File: config.mk
export PLATFORM = sky130hd
export DESIGN_NAME = alu_acc_display
export DESIGN_NICKNAME = d
export VERILOG_FILES = /design/src/rtl/alu_acc_display.sv
export SDC_FILE = /design/constraint.sdc
export NUM_CORES = 1
export LEC_CHECK = 0
export BUFFER_PORTS_ARGS = -buffer_cell sky130_fd_sc_hd__clkbuf_2
export CORE_ASPECT_RATIO = 1.2
export CORE_MARGIN = 10
export CORE_UTILIZATION = 51
export CTS_CLUSTER_DIAMETER = 200
export CTS_CLUSTER_SIZE = 8
export DETAILED_ROUTE_END_ITERATION = 7
export GPL_TIMING_DRIVEN = 0
export PLACE_DENSITY = 0.71
export SYNTH_ARGS = -nofsm -noshare
export SYNTH_HDL_FRONTEND = slang
export SYNTH_SLANG_ARGS = --single-unit
File: constraint.sdc
create_clock -name clk_2 -period 3.2 [get_ports clk_2]
set_input_delay 0.16 -clock clk_2 [delete_from_list [all_inputs] [get_ports clk_2]]
set_output_delay 0.16 -clock clk_2 [all_outputs]
set_load 0.05 [all_outputs]
File: src/rtl/alu_acc_display.sv
// Saturating signed accumulator behind the lab ALU, driving a registered 7-segment code.
// Latency: result accepted on edge N, acc/SEG valid after edge N+1, res_ready back after edge N+1+HOLD_CYCLES.
// Backpressure: res_ready is high only in IDLE, so at most one result per HOLD_CYCLES+2 cycles.
// Build option: define ALU_ACC_WRAP_EN to wrap the accumulator instead of saturating (flags still set).
module alu_acc_display #(
    parameter int NBITS_IN    = 3,
    parameter int NBITS_ACC   = 4,
    parameter int HOLD_CYCLES = 2
) (
    input  logic                        clk_2,
    input  logic                        reset,
    input  logic signed [NBITS_IN-1:0]  res_in,
    input  logic                        res_valid,
    output logic                        res_ready,
    input  logic                        clr,
    output logic signed [NBITS_ACC-1:0] acc,
    output logic                        ovf,
    output logic                        unf,
    output logic                        busy,
    output logic [7:0]                  SEG
);

    // Counter only ever holds HOLD_CYCLES-1 down to 0.
    localparam int CW = (HOLD_CYCLES > 1) ? $clog2(HOLD_CYCLES) : 1;

    localparam logic [7:0] SEG_ZERO = 8'b00111111;
    localparam logic [7:0] SEG_OVF  = 8'b10111111;
    localparam logic [7:0] SEG_UNF  = 8'b10111110;

    typedef enum logic [1:0] {
        S_IDLE,
        S_EXEC,
        S_SHOW
    } state_t;

    state_t                     r_state;
    logic [NBITS_IN-1:0]        r_op;
    logic [NBITS_ACC-1:0]       r_acc;
    logic                       r_ovf;
    logic                       r_unf;
    logic [7:0]                 r_seg;
    logic [CW-1:0]              r_cnt;

    logic [NBITS_ACC:0]         w_sum;
    logic                       w_pos_ovf;
    logic                       w_neg_ovf;
    logic [NBITS_ACC-1:0]       w_acc_nxt;
    logic                       w_ovf_nxt;
    logic                       w_unf_nxt;

    // Display code for a value/flag combination; flags override the digit, dp marks negatives.
    function automatic logic [7:0] seg_code(input logic [NBITS_ACC-1:0] a,
                                            input logic o, input logic u);
        logic [NBITS_ACC:0] mag;
        logic [6:0]         digit;
        logic [7:0]         code;
        mag = a[NBITS_ACC-1] ? ((NBITS_ACC+1)'(0) - {a[NBITS_ACC-1], a}) : {1'b0, a};
        case (int'(mag))
            0:       digit = 7'b0111111;
            1:       digit = 7'b0000110;
            2:       digit = 7'b1011011;
            3:       digit = 7'b1001111;
            4:       digit = 7'b1100110;
            5:       digit = 7'b1101101;
            6:       digit = 7'b1111101;
            7:       digit = 7'b0000111;
            8:       digit = 7'b1111111;
            9:       digit = 7'b1101111;
            default: digit = 7'b1111001;
        endcase
        if (o)
            code = SEG_OVF;
        else if (u)
            code = SEG_UNF;
        else
            code = {a[NBITS_ACC-1], digit};
        return code;
    endfunction

    // Next accumulator value: one guard bit catches overflow as a mismatch of the top two sum bits.
    always_comb begin
        w_sum     = {{(NBITS_ACC+1-NBITS_IN){r_op[NBITS_IN-1]}}, r_op}
                  + {r_acc[NBITS_ACC-1], r_acc};
        w_pos_ovf = ~w_sum[NBITS_ACC] &  w_sum[NBITS_ACC-1];
        w_neg_ovf =  w_sum[NBITS_ACC] & ~w_sum[NBITS_ACC-1];
        w_ovf_nxt = r_ovf | w_pos_ovf;
        w_unf_nxt = r_unf | w_neg_ovf;
`ifdef ALU_ACC_WRAP_EN
        w_acc_nxt = w_sum[NBITS_ACC-1:0];
`else
        if (w_pos_ovf)
            w_acc_nxt = {1'b0, {(NBITS_ACC-1){1'b1}}};
        else if (w_neg_ovf)
            w_acc_nxt = {1'b1, {(NBITS_ACC-1){1'b0}}};
        else
            w_acc_nxt = w_sum[NBITS_ACC-1:0];
`endif
    end

    // Control FSM plus all architectural state; reset and clr both return to the cleared image.
    always_ff @(posedge clk_2) begin
        if (!reset || clr) begin
            r_state <= S_IDLE;
            r_op    <= '0;
            r_acc   <= '0;
            r_ovf   <= 1'b0;
            r_unf   <= 1'b0;
            r_seg   <= SEG_ZERO;
            r_cnt   <= '0;
        end else begin
            case (r_state)
                S_IDLE: begin
                    if (res_valid) begin
                        r_op    <= res_in;
                        r_state <= S_EXEC;
                    end
                end
                S_EXEC: begin
                    r_acc   <= w_acc_nxt;
                    r_ovf   <= w_ovf_nxt;
                    r_unf   <= w_unf_nxt;
                    r_seg   <= seg_code(w_acc_nxt, w_ovf_nxt, w_unf_nxt);
                    r_cnt   <= CW'(HOLD_CYCLES - 1);
                    r_state <= S_SHOW;
                end
                S_SHOW: begin
                    if (r_cnt == '0)
                        r_state <= S_IDLE;
                    else
                        r_cnt <= r_cnt - 1'b1;
                end
                default: r_state <= S_IDLE;
            endcase
        end
    end

    assign res_ready = (r_state == S_IDLE);
    assign busy      = (r_state != S_IDLE);
    assign acc       = r_acc;
    assign ovf       = r_ovf;
    assign unf       = r_unf;
    assign SEG       = r_seg;

endmodule

# [After elaboration in Yosys (flattened, before gate mapping)]
# Memories as Yosys holds them, arrays and structs flattened.
# Cells that the tools add are included.
[word_totals] mem_bits_ro=112 elab_cells=39 memories=1 inputBits=7 output_inout_bits=16 ff_bits=20
[classes] bitwise_logic=6 eq_ne=4 reduce_logical=7 n_mux=11 addsub=3
[mem_list] memory="(name not given)" depth=16 word_bits=7 rd=1 rd_clocked_by_memory_dff=0 write_ports=0 line="58" source="case (int'(mag))"
[op_table] operator="$mux 8" n=2
[op_table] operator="$mux 4" n=2
[op_table] operator="$mux 7" n=1
[op_table] operator="$pmux 2 s3" n=1
[op_table] operator="$add 3x4->5" n=1
[op_table] operator="$mux 5" n=1
[op_table] operator="$sub 1x4->5 const A" n=1
[op_table] operator="$mux 2" n=2
[op_table] operator="$ne 2x2->1 const B" n=2
[op_table] operator="$reduce_and 2->1" n=2
[op_table] operator="$reduce_bool 2->1" n=2
[op_table] operator="$and 1x1->1" n=2
[op_table] operator="$eq 2x1->1 const B" n=1
[op_table] operator="$eq 2x2->1 const B" n=1
[op_table] operator="$logic_not 2->1" n=1
[op_table] operator="$not 1->1" n=2
[op_table] operator="$or 1x1->1" n=2
[op_table] operator="$pmux 1 s2" n=1
[op_table] operator="$logic_not 1->1" n=1
[op_table] operator="$logic_or 1x1->1" n=1
[op_table] operator="$mux 1" n=1
[op_table] operator="$sub 1x1->1 const B" n=1

# [Longest topological paths before layout]
# An unclocked memory read counts as a cell.
[depth] word_depth=11 mapped_depth=16 depth_no_buf=14

# [Worst setup path after synthesis]
# No wires, ideal clock.
[synth_timing] path_kind="flip-flop to flip-flop" startpoint="reg r_acc[0], in the netlist acc[0]" endpoint="reg r_seg[5], in the netlist SEG[5]" setup_time_ps=123 path_buffers=2 stages_incl_launch_ff=17 arrival_time_ps=3642 required_time_ps=3077 setup_slack_ps=-565 synth_period_minus_slack_ps=3765 path_cell_list="dfxtp_1 -> ha_1 -> fa_1 -> buf_2 -> nand2_1 -> nor4_1 -> or4_1 -> buf_2 -> o21a_1 -> inv_1 -> ha_1 -> nand4b_1 -> mux2i_1 -> a211oi_4 -> a21o_1 -> a2111oi_2 -> nor2_1"
[synth_via] elab_chain_len=11 word_cells_on_any_way=15 classes_between="2 x add/sub; 6 x mux; 6 x bitwise; 1 x memory"
[synth_rtl] element="start: declaration" line="38" source="logic [NBITS_ACC-1:0] r_acc;"
[synth_rtl] element="start signal: assignment" line="119" source="r_acc <= w_acc_nxt;"
[synth_rtl] element="$add 3x4->5 (*)" line="83" source="+ {r_acc[NBITS_ACC-1], r_acc};"
[synth_rtl] element="$not 1->1" line="85" source="w_neg_ovf = w_sum[NBITS_ACC] & ~w_sum[NBITS_ACC-1];"
[synth_rtl] element="$and 1x1->1" line="85"
[synth_rtl] element="$mux 4" line="93" source="else if (w_neg_ovf)"
[synth_rtl] element="$mux 4" line="91" source="if (w_pos_ovf)"
[synth_rtl] element="$sub 1x4->5" line="57" source="mag = a[NBITS_ACC-1] ? ((NBITS_ACC+1)'(0) - {a[NBITS_ACC-1], a}) : {1'b0, a};"
[synth_rtl] element="$mux 5" line="57"
[synth_rtl] element="$mem_v2 16x7"
[synth_rtl] element="$mux 7" line="58"
[synth_rtl] element="$mux 8" line="73" source="else if (u)"
[synth_rtl] element="$mux 8 (*)" line="71" source="if (o)"
[synth_rtl] element="end signal: assignment" line="122" source="r_seg <= seg_code(w_acc_nxt, w_ovf_nxt, w_unf_nxt);"
[synth_rtl] element="end: declaration" line="41" source="logic [7:0] r_seg;"
# Mark *: on every way between the ends. The rest lies on a longest branch, timed or not.
# A chain may end at the register's enable or synchronous reset.

# [Final worst setup path]
# Ends and elaborated chain as after synthesis.

==> flow_summary.yaml <==
run_status:
  status: "complete, but fails checks"
  failed_checks: "setup timing"
sta:
  final.setup_skew_ns: 0.00901
  hold_violations: 0
  max_freq_mhz: 312
  fin_ws_ns: -0.00432
  tightest_slew_ns: 0.691
  drv_slew: 0
  finalCritPeriodShare: 1.00
  rsz0062_at_grt: "true"
  whs_ns: 0.0547
  slew_headroom: 0.536
  setup_viol: 1
  period_needed_ns: 3.20
synth:
  synth_cell_types: 51
  syn-num-nets: 211
  netlist_instances: 191
  yosysWarnings: 0
  synth-seq-area-share: 0.259
  syn_area_sq_um: 1540
  synth-seq-cells: 20
  postSynthAreaPerCell_sq_um: 8.08
power_and_ir_drop:
  leakagePower_uw: 0.000898
  internal_power_uw: 437
  pwr-share-clk: 0.343
  power_density_nw_per_um2: 294
  power.net_switching_uw: 177
  sequentialPowerShare: 0.418
  ir_drop_uv: 361
  swShare: 0.289
  power_frac_comb: 0.239
layout:
  multiInputGateArea_sq_um: 1240
  synthToLayoutAreaGrowth_pct: 35.6
  n_fill_cell: 210
  drive_above_1_share: 0.409
  nNetsFinal: 253
  n_antenna_cell: 0
  final_area_sq_um: 2090
  regArea_sq_um: 414
routing:
  routed_wirelength_um: 4850
  ant_nets: 0
  wl_per_cell_um: 18.2
  drt_iter0_drc: 196
  vias: 1631
  drc: 0
  via_per_inst: 6.13
  dr.pass1.iters: 4
clock_network:
  cts_tree: "built"
  cts_buffer_depth: 2
  cts.clk_slew.worst_paths_ns: 0.12
  h-tree-depth: 1
  worstSkewPairLatency_ns: 0.32
  cts-hold-fix-buffers: 0
  cts-root-buf: "clkbuf_4"
  cts.sinks: 20
  cts_made_buffers: 3
placement:
  dp_hpwl_um: 3210
  gp_congestion: 0.928
  io_buffers: 22
  place_area_sq_um: 1750
worst_hold_path:
  holdPathStages: 3
  hp-class: "input port to flip-flop"
floorplanning:
  row_count: 21
  die_area_sq_um: 5640
  coreArea_sq_um: 2840
  start_util: 0.544
  die_x_um: 70.2
  pin_count: 23
  die_h_um: 80.3
grt:
  grt_pass1_wl_um: 7940
  grt_use_total: 0.167
  grt_max_degree: 13
  overflow: 0
  antenna_found_initial: 0
  first_global_vias: 1687
critical_path:
  path_max_fanout: 6
  crit_required_ns: 3.40
  setup.worst_path.start_class: "flip-flop"
  end_kind: "flip-flop"
  crit_type: "flip-flop to flip-flop"
  reg2reg_depth: 14
  crit_arrival_ns: 3.41
run:
  maxCapViolCount: 0
[registers in the layout, summed over array words and instances (netlist names)]
signal	count
r_op	3
unf	1
ovf	1
SEG	8
r_state	2
r_cnt	1
acc	4
[logic make-up after synthesis]
| group | after synthesis | synth area share |
|---|---|---|
| simple gates | 59 | 0.203 |
| fa+ha+maj | 13 | 0.110 |
| flops | 20 | 0.259 |
| mux | 7 | 0.0454 |
| xor+xnor | 3 | 0.0170 |
| compound gates | 64 | 0.293 |
| buf+inv | 25 | 0.0721 |
[cells in the final DEF, fill, tap and decap left out, drive strengths merged, types with 2 or more instances in the layout]
master | netlist | routed
o32a | 2 | 2
nor3b | 3 | 3
or2 | 3 | 3
buf | 6 | 20
nor2b | 4 | 4
clkbuf | 5 | 31
nand2b | 2 | 2
a31oi | 3 | 3
a31o | 2 | 2
nor2 | 16 | 16
o21a | 2 | 2
dfxtp | 20 | 20
inv | 14 | 14
a21oi | 24 | 24
a21o | 3 | 3
ha | 12 | 12
xor2 | 2 | 2
o21ai | 11 | 11
nor3 | 6 | 6
nand2 | 10 | 10
mux2i | 7 | 7
o2111ai | 2 | 2
a211oi | 8 | 8
nand3 | 5 | 5
[routing by layer]
metal / up-vias / share of wire / track usage
li1: 775 / - / -
met1: 780 / 0.40 / 0.177
met2: 63 / 0.52 / 0.312
met3: 13 / 0.058 / 0.0394
met4: 0 / 0.024 / 0.0593
met5: - / 0 / 0
[Yosys cell counts, drive strengths merged]
cell type  number  share of area
xnor2           1         0.0057
a21o            3          0.019
nor4            1         0.0041
nor2           16          0.039
a31o            2          0.011
nand3b          1         0.0049
a211o           1         0.0057
o32a            2          0.013
or3             1         0.0041
and3            1         0.0041
fa              1          0.013
mux2i           7          0.045
inv            14          0.034
or4             1         0.0049
o2bb2ai         1         0.0057
o21a            2         0.0097
nor4b           1         0.0057
dfxtp          20           0.26
o2111ai         2          0.011
o21ai          11          0.036
ha             12          0.097
clkbuf          5          0.015
nor3b           3          0.015
or2             3          0.012
a2bb2oi         1         0.0057
nand2b          2         0.0081
a31oi           3          0.012
o31ai           1         0.0049
nand3           5          0.016
nand2          10          0.024
nor2b           4          0.016
xor2            2          0.011
buf             6          0.023
o22ai           1         0.0041
nand4b          1         0.0057
o32ai           1         0.0057
a211oi          8          0.058
a21oi          24          0.080
and2            1         0.0041
nor3            6          0.023
and3b           1         0.0057
a2111oi         1         0.0097
nand4bb         1         0.0073
[area by class of cell]
class	instances	area share
Buffer	9	0.0245
Tap cell	34	0.0203
Timing Repair Buffer	39	0.114
Inverter	14	0.0263
Clock inverter	1	0.0143
Sequential cell	20	0.198
Multi-Input combinational cell	146	0.592
Clock buffer	3	0.0108
[critical path, cell delays in order, from the launching register on]
cell       delay, ns
dfxtp_4         0.37
ha_4            0.16
fa_2            0.38
nand2_4         0.09
nor4_4          0.04
or4_4           0.53
o21a_4          0.26
inv_4           0.07
ha_4            0.14
nand4bb_1       0.12
mux2i_2         0.22
a211oi_4        0.10
a21o_1          0.22
a2111oi_4       0.29
nor2_1          0.08
[through the flow]
step                      cells  setup slack [ns]  setup TNS, ns  utilization  total power [uW]
after floorplan             191           -0.0857         -0.227            -               353
after global placement      247            -0.288          -1.17        0.617               376
after detailed placement    247            -0.312          -1.49        0.617               381
after CTS                   263           -0.0890         -0.221        0.707               602
after global routing        266            -0.160         -0.696        0.738               644
final                       266          -0.00432       -0.00432        0.738               614
[power by group through the flow]
stage	sequential, uW	combinational (uW)	clock (uW)
finish	257	147	211
global route	257	159	228
CTS	257	133	212
detailed placement	262	118	0
global placement	262	114	0
floorplan	268	85.0	0
[final timing paths]
check | slack (ns) | to | startpoint
max reg2reg | -0.004 | SEG[5] | acc[0]
min | 0.05 | r_op[2] | res_in[2]
min reg2reg | 0.47 | SEG[6] | SEG[6]
max | -0.004 | SEG[5] | acc[0]
[repair_timing]
action | in CTS | in global routing
endpoints found under the setup margin | 7 | 7
setup buffers | 12 | 5
endpoints found under the hold margin | 0 | 0
resized for setup | 19 | 19
pin swaps | 8 | 11
Note: power is estimated with default switching activity, not from simulation.
